[src/rtl/int_ctrl.sv]
// int_ctrl: merges active-low peripheral interrupts into irq and drives a periodic nmi.
// Optional INT_CTRL_PRIO_EN adds a priority index and read-acknowledge on CTRL.
`timescale 1ns/1ps
module int_ctrl #(
    parameter int SRC_N      = 4,
    parameter int DATA_N     = 8,
    parameter int CNT_W      = 16,
    parameter int NMI_PERIOD = 16666,
    parameter int NMI_LEN    = 20
) (
    input  logic              clk,
    input  logic              n_reset,
    input  logic [SRC_N-1:0]  src,
    input  logic              sel,
    input  logic              we,
    input  logic [1:0]        addr,
    input  logic [DATA_N-1:0] din,
    output logic [DATA_N-1:0] dout,
    output logic              irq,
    output logic              nmi
);
    localparam logic [CNT_W-1:0] CNT_LAST = CNT_W'(NMI_PERIOD - 1);
    localparam logic [CNT_W-1:0] CNT_LEN  = CNT_W'(NMI_LEN);

    logic [SRC_N-1:0]  s1, s2, s3;
    logic [SRC_N-1:0]  latch, mask, mode;
    logic              nmi_en;
    logic [CNT_W-1:0]  cnt;

    logic [SRC_N-1:0]  wdata, pending, fall;
    logic [SRC_N-1:0]  ack, clr, mode_nxt;
    logic [DATA_N-1:0] ctrl_rd;
    logic              wr_status, wr_mask, wr_mode, wr_ctrl;
    logic              unused_din;

    assign wdata     = din[SRC_N-1:0];
    assign unused_din = ^din;

    assign wr_status = sel & we & (addr == 2'd0);
    assign wr_mask   = sel & we & (addr == 2'd1);
    assign wr_mode   = sel & we & (addr == 2'd2);
    assign wr_ctrl   = sel & we & (addr == 2'd3);

    // Falling edge seen one stage past the synchroniser.
    assign fall     = s3 & ~s2;
    assign pending  = latch | (~mode & ~s2);
    assign mode_nxt = wr_mode ? wdata : mode;
    assign clr      = (wr_status ? wdata : '0) | ack;

`ifdef INT_CTRL_PRIO_EN
    logic [SRC_N-1:0] active;
    logic [2:0]       prio_idx;
    logic             prio_any;
    logic             rd_ctrl;

    assign rd_ctrl  = sel & ~we & (addr == 2'd3);
    assign active   = pending & mask;
    assign prio_any = |active;

    always_comb begin
        prio_idx = '0;
        for (int i = SRC_N - 1; i >= 0; i--) begin
            if (active[i]) prio_idx = 3'(i);
        end
    end

    // Reading CTRL acknowledges the reported source if it is edge-latched.
    assign ack = (rd_ctrl && prio_any)
               ? ((SRC_N'(1) << prio_idx) & mode)
               : '0;
    assign ctrl_rd = DATA_N'({prio_any, prio_idx, 3'b000, nmi_en});
`else
    assign ack     = '0;
    assign ctrl_rd = DATA_N'(nmi_en);
`endif

    always_comb begin
        dout = '0;
        if (sel) begin
            unique case (addr)
                2'd0:    dout = DATA_N'(pending);
                2'd1:    dout = DATA_N'(mask);
                2'd2:    dout = DATA_N'(mode);
                default: dout = ctrl_rd;
            endcase
        end
    end

    always_ff @(posedge clk or negedge n_reset) begin
        if (!n_reset) begin
            s1     <= '1;
            s2     <= '1;
            s3     <= '1;
            latch  <= '0;
            mask   <= '0;
            mode   <= '0;
            nmi_en <= 1'b0;
            cnt    <= '0;
            irq    <= 1'b1;
            nmi    <= 1'b1;
        end else begin
            s1 <= src;
            s2 <= s1;
            s3 <= s2;
            // A new edge beats a same-cycle clear; leaving edge mode drops the latch.
            latch <= ((latch & ~clr) | (fall & mode)) & mode_nxt;
            mode  <= mode_nxt;
            if (wr_mask) mask <= wdata;
            if (wr_ctrl) nmi_en <= din[0];
            irq <= ~|(pending & mask);
            nmi <= ~(nmi_en && (cnt < CNT_LEN));
            if (!nmi_en) begin
                cnt <= '0;
            end else if (cnt == CNT_LAST) begin
                cnt <= '0;
            end else begin
                cnt <= cnt + 1'b1;
            end
        end
    end
endmodule
[config.mk]
export PLATFORM = sky130hd
export DESIGN_NAME = int_ctrl
export DESIGN_NICKNAME = d
export VERILOG_FILES = /design/src/rtl/int_ctrl.sv
export SDC_FILE = /design/constraint.sdc
export NUM_CORES = 1
export LEC_CHECK = 0
export ABC_CLOCK_PERIOD_IN_PS = 1800
export CORE_ASPECT_RATIO = 1.5
export CORE_MARGIN = 2
export CORE_UTILIZATION = 54
export CTS_CLUSTER_DIAMETER = 200
export DETAILED_ROUTE_END_ITERATION = 6
export HOLD_SLACK_MARGIN = 0.1
export PLACE_DENSITY = 0.86
export SYNTH_ARGS = -nofsm -noshare
export SYNTH_HDL_FRONTEND = slang
export SYNTH_SLANG_ARGS = --single-unit
[constraint.sdc]
create_clock -name clk -period 1.8 [get_ports clk]
set_input_delay 0.36 -clock clk [delete_from_list [all_inputs] [get_ports clk]]
set_output_delay 0.36 -clock clk [all_outputs]
set_load 0.05 [all_outputs]
==> metrics.txt <==
# TYPE chip_impl_metric gauge
chip_impl_metric{name="grt.overflow.total",unit=""} 0
chip_impl_metric{name="wire_length_of_the_first_global_routing_pass",unit="mm"} 6.47
chip_impl_metric{name="numClockSinks",unit=""} 43
chip_impl_metric{name="hold_violations",unit=""} 0
chip_impl_info{name="tritoncts",value="yes"} 1
chip_impl_metric{name="ys.warnings.count",unit=""} 0
chip_impl_metric{name="cp.required",unit="ps"} 1440
chip_impl_metric{name="final_period_minus_worst_setup_slack",unit="ps"} 2010
chip_impl_metric{name="grt_pass1_vias",unit=""} 1464
chip_impl_metric{name="antenna_cells_inserted",unit=""} 0
chip_impl_info{name="failed_checks",value="negative setup slack"} 1
chip_impl_metric{name="finish.instance_area",unit="µm²"} 2500
chip_impl_metric{name="die_height",unit="µm"} 78.7
chip_impl_metric{name="ctsHtreeMaxLevel",unit=""} 2
chip_impl_metric{name="final_antenna_net_count",unit=""} 0
chip_impl_metric{name="post_route_cells_drive_above_1_share",unit="%"} 31.2
chip_impl_metric{name="vias",unit=""} 1466
chip_impl_metric{name="row_count",unit=""} 27
chip_impl_metric{name="cts.clk_slew.worst_paths",unit="ps"} 70
chip_impl_metric{name="synth.ff_latch_count",unit=""} 43
chip_impl_metric{name="combPwrFrac",unit="%"} 23.3
chip_impl_metric{name="wire_per_inst",unit="µm"} 14.3
chip_impl_metric{name="floorplan.die.width",unit="µm"} 53.8
chip_impl_metric{name="worst-endpoint-arrival",unit="ps"} 1650
chip_impl_metric{name="synth_area_per_cell",unit="µm²"} 11.0
chip_impl_info{name="timing.hold.worst.class",value="register to register"} 1
chip_impl_metric{name="clock_tree.buffer_depth",unit=""} 2
chip_impl_metric{name="fp.coreArea",unit="µm²"} 3610
chip_impl_metric{name="detailed_place.area",unit="µm²"} 2320
chip_impl_metric{name="syn_area",unit="µm²"} 2010
chip_impl_metric{name="cell_count_after_synthesis",unit=""} 182
chip_impl_info{name="rsz0062_at_grt",value="true"} 1
chip_impl_metric{name="p_seq_share",unit="%"} 51.8
chip_impl_metric{name="initial_utilization",unit="%"} 55.5
chip_impl_metric{name="crit_fanout",unit=""} 2
chip_impl_metric{name="max_stage_delay",unit="ps"} 540
chip_impl_metric{name="finish.cell_count_without_fillers",unit=""} 261
chip_impl_metric{name="cp.buffers_inverters",unit=""} 1
chip_impl_metric{name="syn_to_final_growth",unit="%"} 24.4
chip_impl_metric{name="nets",unit=""} 237
chip_impl_metric{name="timing.final.ws_setup",unit="ps"} -209
chip_impl_metric{name="detail_route.drc_violations",unit=""} 0
chip_impl_metric{name="power_density",unit="nW/µm²"} 911
chip_impl_info{name="crit_path_cell_trace",value="o21bai_2, mux4_2, and2_4, buf_8"} 1
chip_impl_metric{name="grt_antenna_before_repair",unit=""} 0
chip_impl_metric{name="postRouteWirelength",unit="mm"} 3.74
chip_impl_metric{name="hpwl",unit="mm"} 2.75
chip_impl_metric{name="vias_per_cell",unit=""} 5.62
chip_impl_info{name="clock_tree.root_cell",value="sky130_fd_sc_hd__clkbuf_8"} 1
chip_impl_metric{name="numPlacedInstances",unit=""} 249
chip_impl_metric{name="clock_power_share",unit="%"} 24.9
chip_impl_info{name="worstSetupEndpointType",value="primary output"} 1
chip_impl_metric{name="clock_network_latency_to_the_later_pin_of_the_worst_skew_pair",unit="ps"} 290
chip_impl_metric{name="total_power",unit="W"} 0.00227
chip_impl_info{name="setup.worst_path.start_class",value="register"} 1
chip_impl_metric{name="total_leakage_power",unit="nW"} 1.04
chip_impl_metric{name="grt_usage",unit="%"} 20.9
chip_impl_metric{name="drt_iter0_markers",unit=""} 33
chip_impl_metric{name="fill_cell_instance_count_of_the_final_layout",unit=""} 254
chip_impl_metric{name="setup_viol_count_final",unit=""} 1
chip_impl_metric{name="maxCapViolCount",unit=""} 0
chip_impl_metric{name="max_slew_violation_count",unit=""} 0
chip_impl_metric{name="routabilityCongestion",unit=""} 0.898
chip_impl_metric{name="drt_first_pass_iters",unit=""} 4
chip_impl_metric{name="final_util",unit="%"} 69.1
chip_impl_metric{name="timing.final.crit_share",unit="%"} 112
chip_impl_metric{name="die_area",unit="µm²"} 4230
chip_impl_metric{name="switching_share",unit="%"} 29.6
chip_impl_metric{name="synth.distinct_cells",unit=""} 34
chip_impl_metric{name="fin_worst_skew",unit="ps"} 6.80
chip_impl_metric{name="synth_sequential_area_ratio",unit="%"} 54.5
chip_impl_metric{name="ioPinCount",unit=""} 28
chip_impl_info{name="outcome",value="finished, violations left"} 1
chip_impl_metric{name="vdd.ir_drop.worst",unit="V"} 0.000587
chip_impl_metric{name="grt_max_degree",unit=""} 24
chip_impl_metric{name="buffer_ports.inserted",unit=""} 19
chip_impl_info{name="critical-path-top-delay-family",value="flip-flops"} 1
chip_impl_metric{name="cts_made_buffers",unit=""} 5
chip_impl_metric{name="max_freq",unit="GHz"} 0.498
chip_impl_metric{name="intPower",unit="W"} 0.00160
chip_impl_info{name="criticalPathCategory",value="register to primary output"} 1
chip_impl_metric{name="switching_power",unit="W"} 0.000672
chip_impl_info{name="critical_path.slowest_cell",value="sky130_fd_sc_hd__dfstp_2"} 1
==> per-stage QoR <==
| stage | TNS [ps] | worst slack [ps] | hold WS, ps |
|---|---|---|---|
| floorplan | 0 | 99.4 | 64.4 |
| global placement | -1620 | -258 | 346 |
| detailed placement | -2070 | -290 | 347 |
| CTS | -227 | -227 | 358 |
| global route | -381 | -260 | 361 |
| finish | -209 | -209 | 357 |
==> Yosys cell counts <==
| cell type | n | share of area [%] |
|---|---|---|
| sky130_fd_sc_hd__a22o_1 | 1 | 0.44 |
| sky130_fd_sc_hd__nor4_1 | 4 | 1.2 |
| sky130_fd_sc_hd__conb_1 | 1 | 0.19 |
| sky130_fd_sc_hd__o21bai_1 | 4 | 1.5 |
| sky130_fd_sc_hd__nand2b_1 | 8 | 2.5 |
| sky130_fd_sc_hd__inv_1 | 3 | 0.56 |
| sky130_fd_sc_hd__a221oi_1 | 4 | 1.7 |
| sky130_fd_sc_hd__buf_6 | 1 | 0.56 |
| sky130_fd_sc_hd__nor4_2 | 1 | 0.62 |
| sky130_fd_sc_hd__nand4_2 | 1 | 0.62 |
| sky130_fd_sc_hd__mux4_2 | 1 | 1.1 |
| sky130_fd_sc_hd__o31ai_4 | 1 | 1.1 |
| sky130_fd_sc_hd__dfrtp_1 | 29 | 36 |
| sky130_fd_sc_hd__and3b_1 | 1 | 0.44 |
| sky130_fd_sc_hd__a21oi_1 | 8 | 2.0 |
| sky130_fd_sc_hd__dfstp_2 | 14 | 18 |
| sky130_fd_sc_hd__clkbuf_1 | 1 | 0.19 |
| sky130_fd_sc_hd__nand3_1 | 8 | 2.0 |
| sky130_fd_sc_hd__and2_1 | 1 | 0.31 |
| sky130_fd_sc_hd__nand4b_1 | 2 | 0.87 |
| sky130_fd_sc_hd__nand2_1 | 8 | 1.5 |
| sky130_fd_sc_hd__o21ai_0 | 5 | 1.2 |
| sky130_fd_sc_hd__buf_4 | 4 | 1.5 |
| sky130_fd_sc_hd__nor2b_1 | 4 | 1.2 |
| sky130_fd_sc_hd__and4_1 | 1 | 0.44 |
| sky130_fd_sc_hd__nor3_1 | 9 | 2.2 |
| sky130_fd_sc_hd__nand4_1 | 6 | 1.9 |
| sky130_fd_sc_hd__buf_2 | 2 | 0.50 |
| sky130_fd_sc_hd__xnor2_1 | 10 | 4.4 |
| sky130_fd_sc_hd__and3_1 | 1 | 0.31 |
| sky130_fd_sc_hd__ha_1 | 2 | 1.2 |
| sky130_fd_sc_hd__xor2_1 | 4 | 1.7 |
| sky130_fd_sc_hd__nor2_1 | 23 | 4.3 |
| sky130_fd_sc_hd__mux2_2 | 9 | 5.1 |
==> routing by layer <==
layer,vias to the layer above,track usage [%],routed length [µm]
met5,-,0,0
met4,0,11.8,116
met3,13,4.56,114
met2,34,35.6,2080
met1,722,22.9,1420
li1,697,-,-
==> placed cells by master, fill, tap and decap left out, drive strengths merged, types with 2 or more instances in the layout <==
master,n
dfrtp,29
nor2,23
buf,20
dfstp,14
xnor2,10
clkdlybuf4s50,10
nor3,9
mux2,9
nand2,8
nand3,8
nand2b,8
a21oi,8
nand4,7
clkbuf,7
o21ai,5
nor4,5
xor2,4
conb,4
a221oi,4
nor2b,4
o21bai,4
inv,3
nand4b,2
ha,2
==> path summary, 6_finish.rpt <==
kind	from	to	slack [ps]	cells after the start
min in group asynchronous	n_reset	cnt[2]	560	2
max in group asynchronous	n_reset	s2[1]	610	3
min reg2reg	s1[0]	s2[0]	360	0
max reg2reg	cnt[7]	cnt[15]	230	5
min	s1[0]	s2[0]	360	0
max	s2[0]	dout[0]	-210	4
==> timing repair <==
item                       4_1_cts  5_1_grt
hold endpoints to repair        14        0
setup endpoints to repair        4        4
buffers inserted                 2        1
resized for setup               12        7
pin swaps                        4        3
hold buffers                     1        0
gates cloned                     0        0
==> cell families (layout without fill, tap and decap cells) <==
family                   Yosys count  after routing  share of synthesized area [%]
AND/OR/NAND/NOR                   78             78                           20.5
flip-flops                        43             43                           54.5
AO/OA/AOI/OAI                     23             23                           7.98
XOR/XNOR                          14             14                           6.11
buffers and inverters             11             44                           3.30
multiplexers                      10             10                           6.17
adder cells (fa/ha/maj)            2              2                           1.25
other                              1              4                          0.187
==> power groups by stage <==
stage	clock network (W)	registers (W)	logic, W
finish	0.000567	0.00118	0.000529
global route	0.000634	0.00120	0.000574
CTS	0.000593	0.00117	0.000521
detailed placement	0	0.00119	0.000493
global placement	0	0.00118	0.000475
floorplan	0	0.00122	0.000281
==> final cells by class <==
type                       instances  area, µm²  area share (%)
sequential                        43       1090            43.8
multi-input combinational        131        925            37.0
timing repair buffer              33        329            13.2
clock buffer                       6       72.6            2.91
tap                               43       53.8            2.15
clock inverter                     2       12.5           0.501
inverter                           3       11.3           0.451
==> registers in the layout (all words and copies together), names as in the netlist <==
signal	flops
s1	4
irq	1
nmi	1
latch	4
s3	4
mode	4
cnt	16
mask	4
s2	4
nmi_en	1
Power figures use the tool's default switching activity.
